### config.mk
export PLATFORM = sky130hd
export DESIGN_NAME = rx_session_ctrl
export DESIGN_NICKNAME = d
export VERILOG_FILES = /design/src/rtl/rx_session_ctrl.sv
export SDC_FILE = /design/constraint.sdc
export NUM_CORES = 1
export LEC_CHECK = 0
export CAP_MARGIN = 25
export CORE_ASPECT_RATIO = 1.25
export CORE_MARGIN = 4
export CORE_UTILIZATION = 44
export CTS_CLUSTER_DIAMETER = 80
export DETAILED_ROUTE_END_ITERATION = 6
export GPL_ROUTABILITY_DRIVEN = 0
export PLACE_DENSITY = 0.81
export SLEW_MARGIN = 20
export SYNTH_ARGS = -nofsm -noshare
export SYNTH_HDL_FRONTEND = slang
export SYNTH_SLANG_ARGS = --single-unit
### constraint.sdc
create_clock -name clk -period 2.1 [get_ports clk]
set_input_delay 0.63 -clock clk [delete_from_list [all_inputs] [get_ports clk]]
set_output_delay 0.63 -clock clk [all_outputs]
set_load 0.01 [all_outputs]
### src/rtl/rx_session_ctrl.sv
// Receive-session sequencer: arms detectors, supervises each frame with a watchdog and keeps frame statistics.
// Optional statistics counters are built only when RX_SESSION_STATS_EN is defined; otherwise they read 0.
module rx_session_ctrl #(
  parameter int unsigned TIMEOUT_CYCLES = 4096,
  parameter int unsigned HOLDOFF_CYCLES = 8,
  parameter int unsigned CNT_WIDTH      = 16
) (
  input  logic                 clk,
  input  logic                 rst_n,
  input  logic                 clk_enable,
  input  logic                 SD_flag,
  input  logic                 PD_flag,
  input  logic                 BD_flag,
  input  logic                 disassert_PD,
  input  logic                 data_tvalid,
  input  logic                 data_tready,
  input  logic                 data_tlast,
  output logic                 pd_enable,
  output logic                 bd_enable,
  output logic                 depkt_rst,
  output logic                 busy,
  output logic [2:0]           state_o,
  output logic [CNT_WIDTH-1:0] pkt_count,
  output logic [CNT_WIDTH-1:0] drop_count,
  output logic [CNT_WIDTH-1:0] timeout_count
);

  // One timer serves as watchdog in SYNC/RECV and as the HOLDOFF counter.
  localparam int unsigned TMR_MAX = (TIMEOUT_CYCLES > HOLDOFF_CYCLES) ? TIMEOUT_CYCLES : HOLDOFF_CYCLES;
  localparam int unsigned TMR_W   = (TMR_MAX > 2) ? $clog2(TMR_MAX) : 1;

  typedef enum logic [2:0] {
    ST_IDLE    = 3'd0,
    ST_SEARCH  = 3'd1,
    ST_SYNC    = 3'd2,
    ST_RECV    = 3'd3,
    ST_HOLDOFF = 3'd4
  } state_e;

  state_e           state_q, state_d;
  logic [TMR_W-1:0] tmr_q, tmr_d;
  logic             pd_en_q, pd_en_d;
  logic             bd_en_q, bd_en_d;
  logic             busy_q, busy_d;
  logic             rst_pulse_q, rst_pulse_d;
  logic             beat;
  logic             wdog_exp;

  assign beat     = data_tvalid & data_tready;
  assign wdog_exp = (tmr_q == TMR_W'(TIMEOUT_CYCLES - 1));

  always_comb begin
    state_d = state_q;
    tmr_d   = tmr_q;
    case (state_q)
      ST_IDLE: begin
        if (SD_flag) state_d = ST_SEARCH;
      end
      ST_SEARCH: begin
        if (PD_flag)       state_d = ST_SYNC;
        else if (!SD_flag) state_d = ST_IDLE;
      end
      ST_SYNC: begin
        tmr_d = tmr_q + TMR_W'(1);
        if (BD_flag)       state_d = ST_RECV;
        else if (!SD_flag) state_d = ST_IDLE;
        else if (wdog_exp) state_d = ST_HOLDOFF;
      end
      ST_RECV: begin
        tmr_d = beat ? '0 : tmr_q + TMR_W'(1);
        // Exit priority: good packet, SD drop, header abort, stall.
        if (beat && data_tlast)      state_d = ST_HOLDOFF;
        else if (!SD_flag)           state_d = ST_HOLDOFF;
        else if (disassert_PD)       state_d = ST_HOLDOFF;
        else if (!beat && wdog_exp)  state_d = ST_HOLDOFF;
      end
      ST_HOLDOFF: begin
        tmr_d = tmr_q + TMR_W'(1);
        if (tmr_q == TMR_W'(HOLDOFF_CYCLES - 1)) state_d = ST_IDLE;
      end
      default: state_d = ST_IDLE;
    endcase
    if (state_d != state_q) tmr_d = '0;

    pd_en_d     = (state_d == ST_SEARCH) || (state_d == ST_SYNC);
    bd_en_d     = (state_d == ST_SYNC);
    busy_d      = (state_d != ST_IDLE);
    rst_pulse_d = (state_d == ST_HOLDOFF) && (state_q != ST_HOLDOFF);
  end

  always_ff @(posedge clk or negedge rst_n) begin
    if (!rst_n) begin
      state_q     <= ST_IDLE;
      tmr_q       <= '0;
      pd_en_q     <= 1'b0;
      bd_en_q     <= 1'b0;
      busy_q      <= 1'b0;
      rst_pulse_q <= 1'b0;
    end else if (clk_enable) begin
      state_q     <= state_d;
      tmr_q       <= tmr_d;
      pd_en_q     <= pd_en_d;
      bd_en_q     <= bd_en_d;
      busy_q      <= busy_d;
      rst_pulse_q <= rst_pulse_d;
    end
  end

  assign pd_enable = pd_en_q;
  assign bd_enable = bd_en_q;
  assign busy      = busy_q;
  assign depkt_rst = rst_pulse_q;
  assign state_o   = state_q;

`ifdef RX_SESSION_STATS_EN
  logic                 enter_hold;
  logic                 pkt_inc, drop_inc, to_inc;
  logic [CNT_WIDTH-1:0] pkt_q, drop_q, to_q;

  // Classify the HOLDOFF entry by the same priority the FSM used.
  assign enter_hold = (state_d == ST_HOLDOFF) && (state_q != ST_HOLDOFF);
  assign pkt_inc    = enter_hold && (state_q == ST_RECV) && beat && data_tlast;
  assign drop_inc   = enter_hold && (state_q == ST_RECV) && !(beat && data_tlast)
                      && (!SD_flag || disassert_PD);
  assign to_inc     = enter_hold && !pkt_inc && !drop_inc;

  always_ff @(posedge clk or negedge rst_n) begin
    if (!rst_n) begin
      pkt_q  <= '0;
      drop_q <= '0;
      to_q   <= '0;
    end else if (clk_enable) begin
      if (pkt_inc && !(&pkt_q))   pkt_q  <= pkt_q + CNT_WIDTH'(1);
      if (drop_inc && !(&drop_q)) drop_q <= drop_q + CNT_WIDTH'(1);
      if (to_inc && !(&to_q))     to_q   <= to_q + CNT_WIDTH'(1);
    end
  end

  assign pkt_count     = pkt_q;
  assign drop_count    = drop_q;
  assign timeout_count = to_q;
`else
  assign pkt_count     = '0;
  assign drop_count    = '0;
  assign timeout_count = '0;
`endif

endmodule

Word-level counts from Yosys, hierarchy flattened
Index checks and enable logic that the tools add are counted.
W data, S select, Z words.
- magnitude comparators: 0
- bitwise operators: 1
- equal/unequal tests: 11
- $add $sub $neg: 1
- reduce and logical (&&, ||, !) cells: 10
- multipliers: 0
- divide/modulo/power cells: 0
- muxes and demuxes: 15
- shift operators: 0
- operators with widths (cell ; count):
    $mux W3 ; 11
    $mux W12 ; 2
    $pmux W12 S2 ; 1
    $pmux W3 S5 ; 1
    $add A12 B1 Y12 const B ; 1
    $eq A12 B12 Y1 const B ; 1
    $eq A12 B3 Y1 const B ; 1
    $eq A3 B2 Y1 const B ; 3
    $eq A3 B1 Y1 const B ; 2
    $eq A3 B3 Y1 const B ; 2
    $reduce_bool A3 Y1 ; 2
    $logic_and A1 B1 Y1 ; 3
    $logic_not A3 Y1 ; 1
    $ne A3 B3 Y1 ; 1
    $ne A3 B3 Y1 const B ; 1
    $reduce_and A2 Y1 ; 1
    $reduce_or A2 Y1 ; 1
    $and A1 B1 Y1 ; 1
    $logic_not A1 Y1 ; 1
    $logic_or A1 B1 Y1 ; 1
- output and inout port bits: 55
- RAM bits: 0
- logic and storage cells: 44
- flip-flop bits (word level): 19
- memories kept: 0
- memory bits (read-only): 0
- latch bits: 0
- input port bits: 10

Logic depth before layout (Yosys ltp)
- depth in word-level cells: 11
- depth in mapped cells: 8
- gate-level depth less buffers: 7

Least setup slack after synthesis
No wires, ideal clock.
- kind: register to register
- start point: reg tmr_q[0]
- end point: reg tmr_q[1]
- slack: 0.175 ns
- stages on the path, launching flop included: 9
- clock period less this slack: 1.925 ns
- path buffers: 1
- arrival time: 1.800 ns
- required time: 1.975 ns
- cells stage by stage: dfrtp_1 ha_1 nand3_2 nor4_4 a211oi_2 a21oi_2 buf_6 nor4b_1 mux2_2
- longest elaborated chain between the ends: 10
- elaborated cells on any way between the ends: 19
- those cells by class: 1 x add/sub; 3 x eq/ne; 12 x mux; 3 x reduce/logical
- ends and longest elaborated chain (element ; line ; text):
    start, declared ; 41 ; logic [TMR_W-1:0] tmr_q, tmr_d;
    start signal, assigned ; 101 ; tmr_q <= tmr_d;
    $eq A12 B12 Y1 ; 50 ; assign wdog_exp = (tmr_q == TMR_W'(TIMEOUT_CYCLES - 1));
    $logic_and A1 B1 Y1 ; 75 ; else if (!beat && wdog_exp) state_d = ST_HOLDOFF;
    $mux W3 ; 75 ;
    $mux W3 ; 74 ; else if (disassert_PD) state_d = ST_HOLDOFF;
    $mux W3 ; 73 ; else if (!SD_flag) state_d = ST_HOLDOFF;
    $mux W3 ; 72 ; if (beat && data_tlast) state_d = ST_HOLDOFF;
    $pmux W3 S5 ; 55 ; case (state_q)
    $ne A3 B3 Y1 ; 83 ; if (state_d != state_q) tmr_d = '0;
    $reduce_bool A3 Y1 (no line) ; - ;
    $reduce_and A2 Y1 (no line) ; - ;
Several ways; a longest one is shown, not always the timed one.
A chain may end at the register's enable or synchronous reset.

Worst setup path after layout
- start point: reg tmr_q[10]
- end point: reg tmr_q[1]
- longest elaborated chain between the ends: 10
- elaborated cells on any way between the ends: 16
- those cells by class: 3 x eq/ne; 10 x mux; 3 x reduce/logical
- ends and longest elaborated chain (element ; line):
    $eq A12 B12 Y1 ; 50
    $logic_and A1 B1 Y1 ; 75
    $mux W3 ; 75
    $mux W3 ; 74
    $mux W3 ; 73
    $mux W3 ; 72
    $pmux W3 S5 (*) ; 55
    $ne A3 B3 Y1 (*) ; 83
    $reduce_bool A3 Y1 (no line) ; -
    $reduce_and A2 Y1 (no line) ; -
Mark *: on every way between the ends. The rest lies on a longest branch, timed or not.

==> run metrics <==
Critical Path Sink Type flop; critical-path cell with the highest stage delay sky130_fd_sc_hd__dfrtp_1; Crit Path Max Fanout 6; slowest stage delay, CP 460 ps; overall power of the completed layout 1.33 mW; worst skew pair latency 270 ps; Finished Core Util 66.2%; commonest cells after routing, fill and taps aside 48 x sky130_fd_sc_hd__conb_1, 42 x sky130_fd_sc_hd__buf_4, 22 x sky130_fd_sc_hd__nor2_1; total of endpoints with negative setup slack in the final report 10; distinct cell type count of the synthesized netlist 45; detailed router's first-iteration violation count 65; residual antenna-violating net count after detailed routing 0; share of cells above drive strength 1 35.4%; Post-synth EDFFs 0; Placed Instances 277; non-filler instance count after layout 293; startpoint kind of the worst setup timing path flop; Clock Skew 5.36 ps; Boundary Pins 65; width of the chip 62.8 µm; HPWL reported at the end of detailed placement 2950 µm; count of synthesis-stage warnings from yosys 0; standby leakage power 1.16 nW; worst path required time 2250 ps; PnR worst setup slack -24.6 ps; Bufs and invs on worst path 2; worst-path cell chain nand3_1 > nor4_4 > buf_4 > a21oi_2 > nor2_4 > buf_12 > nor4b_2 > mux2_4; Worst Path Class, Setup reg -> reg; number of antenna violations at the first check in global routing 0; maximum buffer depth of the clock tree 2; quantity of hold-fixing buffers added after cts 0; pin count of the biggest net entering global routing 20; outcome complete, but fails checks; failing checks setup timing; largest voltage drop on the vdd net 0.397 mV; clock tree from TritonCTS done; post-layout minimum cycle time 2120 ps; routed length per instance 16.2 µm; Top Family by Delay on Critical Path simple AND/OR/NAND/NOR gates; most common cell after layout, fill and taps aside sky130_fd_sc_hd__conb_1; summed negative setup slack over all endpoints -139 ps; Max transition margin 58.0%; routed via count divided by cell count 5.30; Site Rows 24; die extent in y 76.6 µm; number of design rule violations left after detail routing 0; Clk pin slew, worst setup/hold paths 80 ps; Final Cycle Share 101%; final wirelength 4750 µm; Via Count 1,553; H-tree level count 1; count of final hold-check violations 0; netlist area before placement 0.00165 mm²; NumNets Final 266; via count of the first global-routing pass 1,459; worst reg-to-reg setup slack -20 ps; overflow left after global routing 0; Slew @ Worst Pin 624 ps; RSZ-0062 raised after global routing yes; number of buffers created by CTS 3; Port-buffer cells 16; number of sinks handled by clock tree synthesis 19; Core Region 0.00354 mm²; crit path DAT 2280 ps; wire length of the first global-routing pass 6720 µm; class of the most critical hold timing path reg -> reg; dominant register cell in the synthesized netlist sky130_fd_sc_hd__dfrtp_1; proportion of register bits with asynchronous set or reset after synthesis 100%; area grow syn2layout 41.9%; number of cells produced by synthesis 195; sequential cell area fraction in the yosys report 28.7%; max-cap violations 0; clock root buffer master sky130_fd_sc_hd__clkbuf_8; Avg Synthesized Cell Area 8.48 µm²; Initial Util 46.7%; power density normalized to cell area 568 mW/mm²; detailed-router iteration count before antenna repair 4; timing-limited maximum frequency 0.471 GHz; # diodes 0; overall die area 0.00481 mm²; total of flip-flops plus latches after synthesis 19; pins over their slew limit 0; global routing usage summed across all routing layers 17.0%
==> through the flow <==
step | setup WS (ps) | area (µm²) | hold WS (ps)
floorplan | 175 | 1830 | 334
global placement | -939 | 1920 | 511
detailed placement | -589 | 1920 | 516
CTS | -15.8 | 2080 | 528
global route | -85.6 | 2350 | 562
finish | -24.6 | 2350 | 525
==> final timing paths <==
path                                       start  cells past startpoint                endpoint
setup / recovery           tmr_q[10]$_DFFE_PN0P_                      8    tmr_q[1]$_DFFE_PN0P_
hold / removal             bd_enable$_DFFE_PN0P_                      2   bd_enable$_DFFE_PN0P_
setup reg to reg           tmr_q[10]$_DFFE_PN0P_                      8    tmr_q[1]$_DFFE_PN0P_
hold reg to reg            bd_enable$_DFFE_PN0P_                      2   bd_enable$_DFFE_PN0P_
max in group asynchronous                  rst_n                      2  state_o[2]$_DFFE_PN0P_
min in group asynchronous                  rst_n                      2   depkt_rst$_DFFE_PN0P_
==> power by group <==
group          total, mW  switching (mW)  internal [mW]
registers          0.425          0.0312          0.394
logic              0.633           0.316          0.317
clock network      0.276           0.143          0.133
total               1.33           0.490          0.843
==> tightest hold or removal path, cell delays in order (launching register included) <==
cell	delay (ps)
sky130_fd_sc_hd__dfrtp_1	390
sky130_fd_sc_hd__inv_1	50
sky130_fd_sc_hd__mux2i_1	50
==> metal layers <==
| layer | wire [µm] | track usage [%] | share of wire [%] |
|---|---|---|---|
| met2 | 2600 | 31.6 | 55 |
| met4 | 117 | 5.08 | 2.5 |
| met1 | 1690 | 19.5 | 36 |
| met5 | 0 | 0 | 0 |
| met3 | 342 | 2.80 | 7.2 |
==> flip-flops by register name, summed over array words and instances, names as in the netlist <==
register / count
busy: 1
tmr_q: 12
state_o: 3
bd_enable: 1
pd_enable: 1
depkt_rst: 1
==> layout make-up <==
type	count	area [µm²]
Fill cell	269	1200
Tap cell	39	48.8
Clock inverter	1	5.00
Timing Repair Buffer	65	607
Sequential cell	19	480
Clock buffer	3	41.3
Inverter	5	18.8
Multi-Input combinational cell	161	1150
==> cells in the mapped netlist, types with 2 or more instances <==
cell type | number | area (µm²)
sky130_fd_sc_hd__nand2_1 | 6 | 22.5
sky130_fd_sc_hd__nor3_1 | 4 | 20.0
sky130_fd_sc_hd__mux2_2 | 2 | 22.5
sky130_fd_sc_hd__nand3b_1 | 2 | 15.0
sky130_fd_sc_hd__nor2_1 | 23 | 86.3
sky130_fd_sc_hd__nand2b_1 | 2 | 12.5
sky130_fd_sc_hd__a31oi_1 | 2 | 12.5
sky130_fd_sc_hd__o21ai_0 | 2 | 10.0
sky130_fd_sc_hd__buf_4 | 49 | 368
sky130_fd_sc_hd__o41ai_1 | 10 | 87.6
sky130_fd_sc_hd__nand3_1 | 5 | 25.0
sky130_fd_sc_hd__inv_1 | 5 | 18.8
sky130_fd_sc_hd__o22ai_1 | 2 | 12.5
sky130_fd_sc_hd__and3_1 | 5 | 31.3
sky130_fd_sc_hd__nor2b_1 | 4 | 25.0
sky130_fd_sc_hd__a22o_1 | 10 | 87.6
sky130_fd_sc_hd__dfrtp_1 | 19 | 475
sky130_fd_sc_hd__buf_2 | 6 | 30.0
sky130_fd_sc_hd__nor4_1 | 4 | 25.0
sky130_fd_sc_hd__a21oi_1 | 8 | 40.0
==> what timing repair did <==
item / in CTS / in global routing
setup buffers: 4 / 6
gates resized for setup: 20 / 38
setup endpoints to repair: 14 / 16
pin swaps: 8 / 27
gates cloned: 0 / 2
==> cells by family (layout without fill, tap and decap cells) <==
logic type      after synthesis  in the layout  share of synthesized area, %
compound gates               42             42                          19.4
fa+ha+maj                     1              1                         0.756
buf+inv                      62             74                          26.1
flops                        19             19                          28.7
mux                           3              3                          1.97
other cells                   1             48                         0.227
simple gates                 67             67                          22.8
Note: power is estimated with default switching activity, not from simulation.
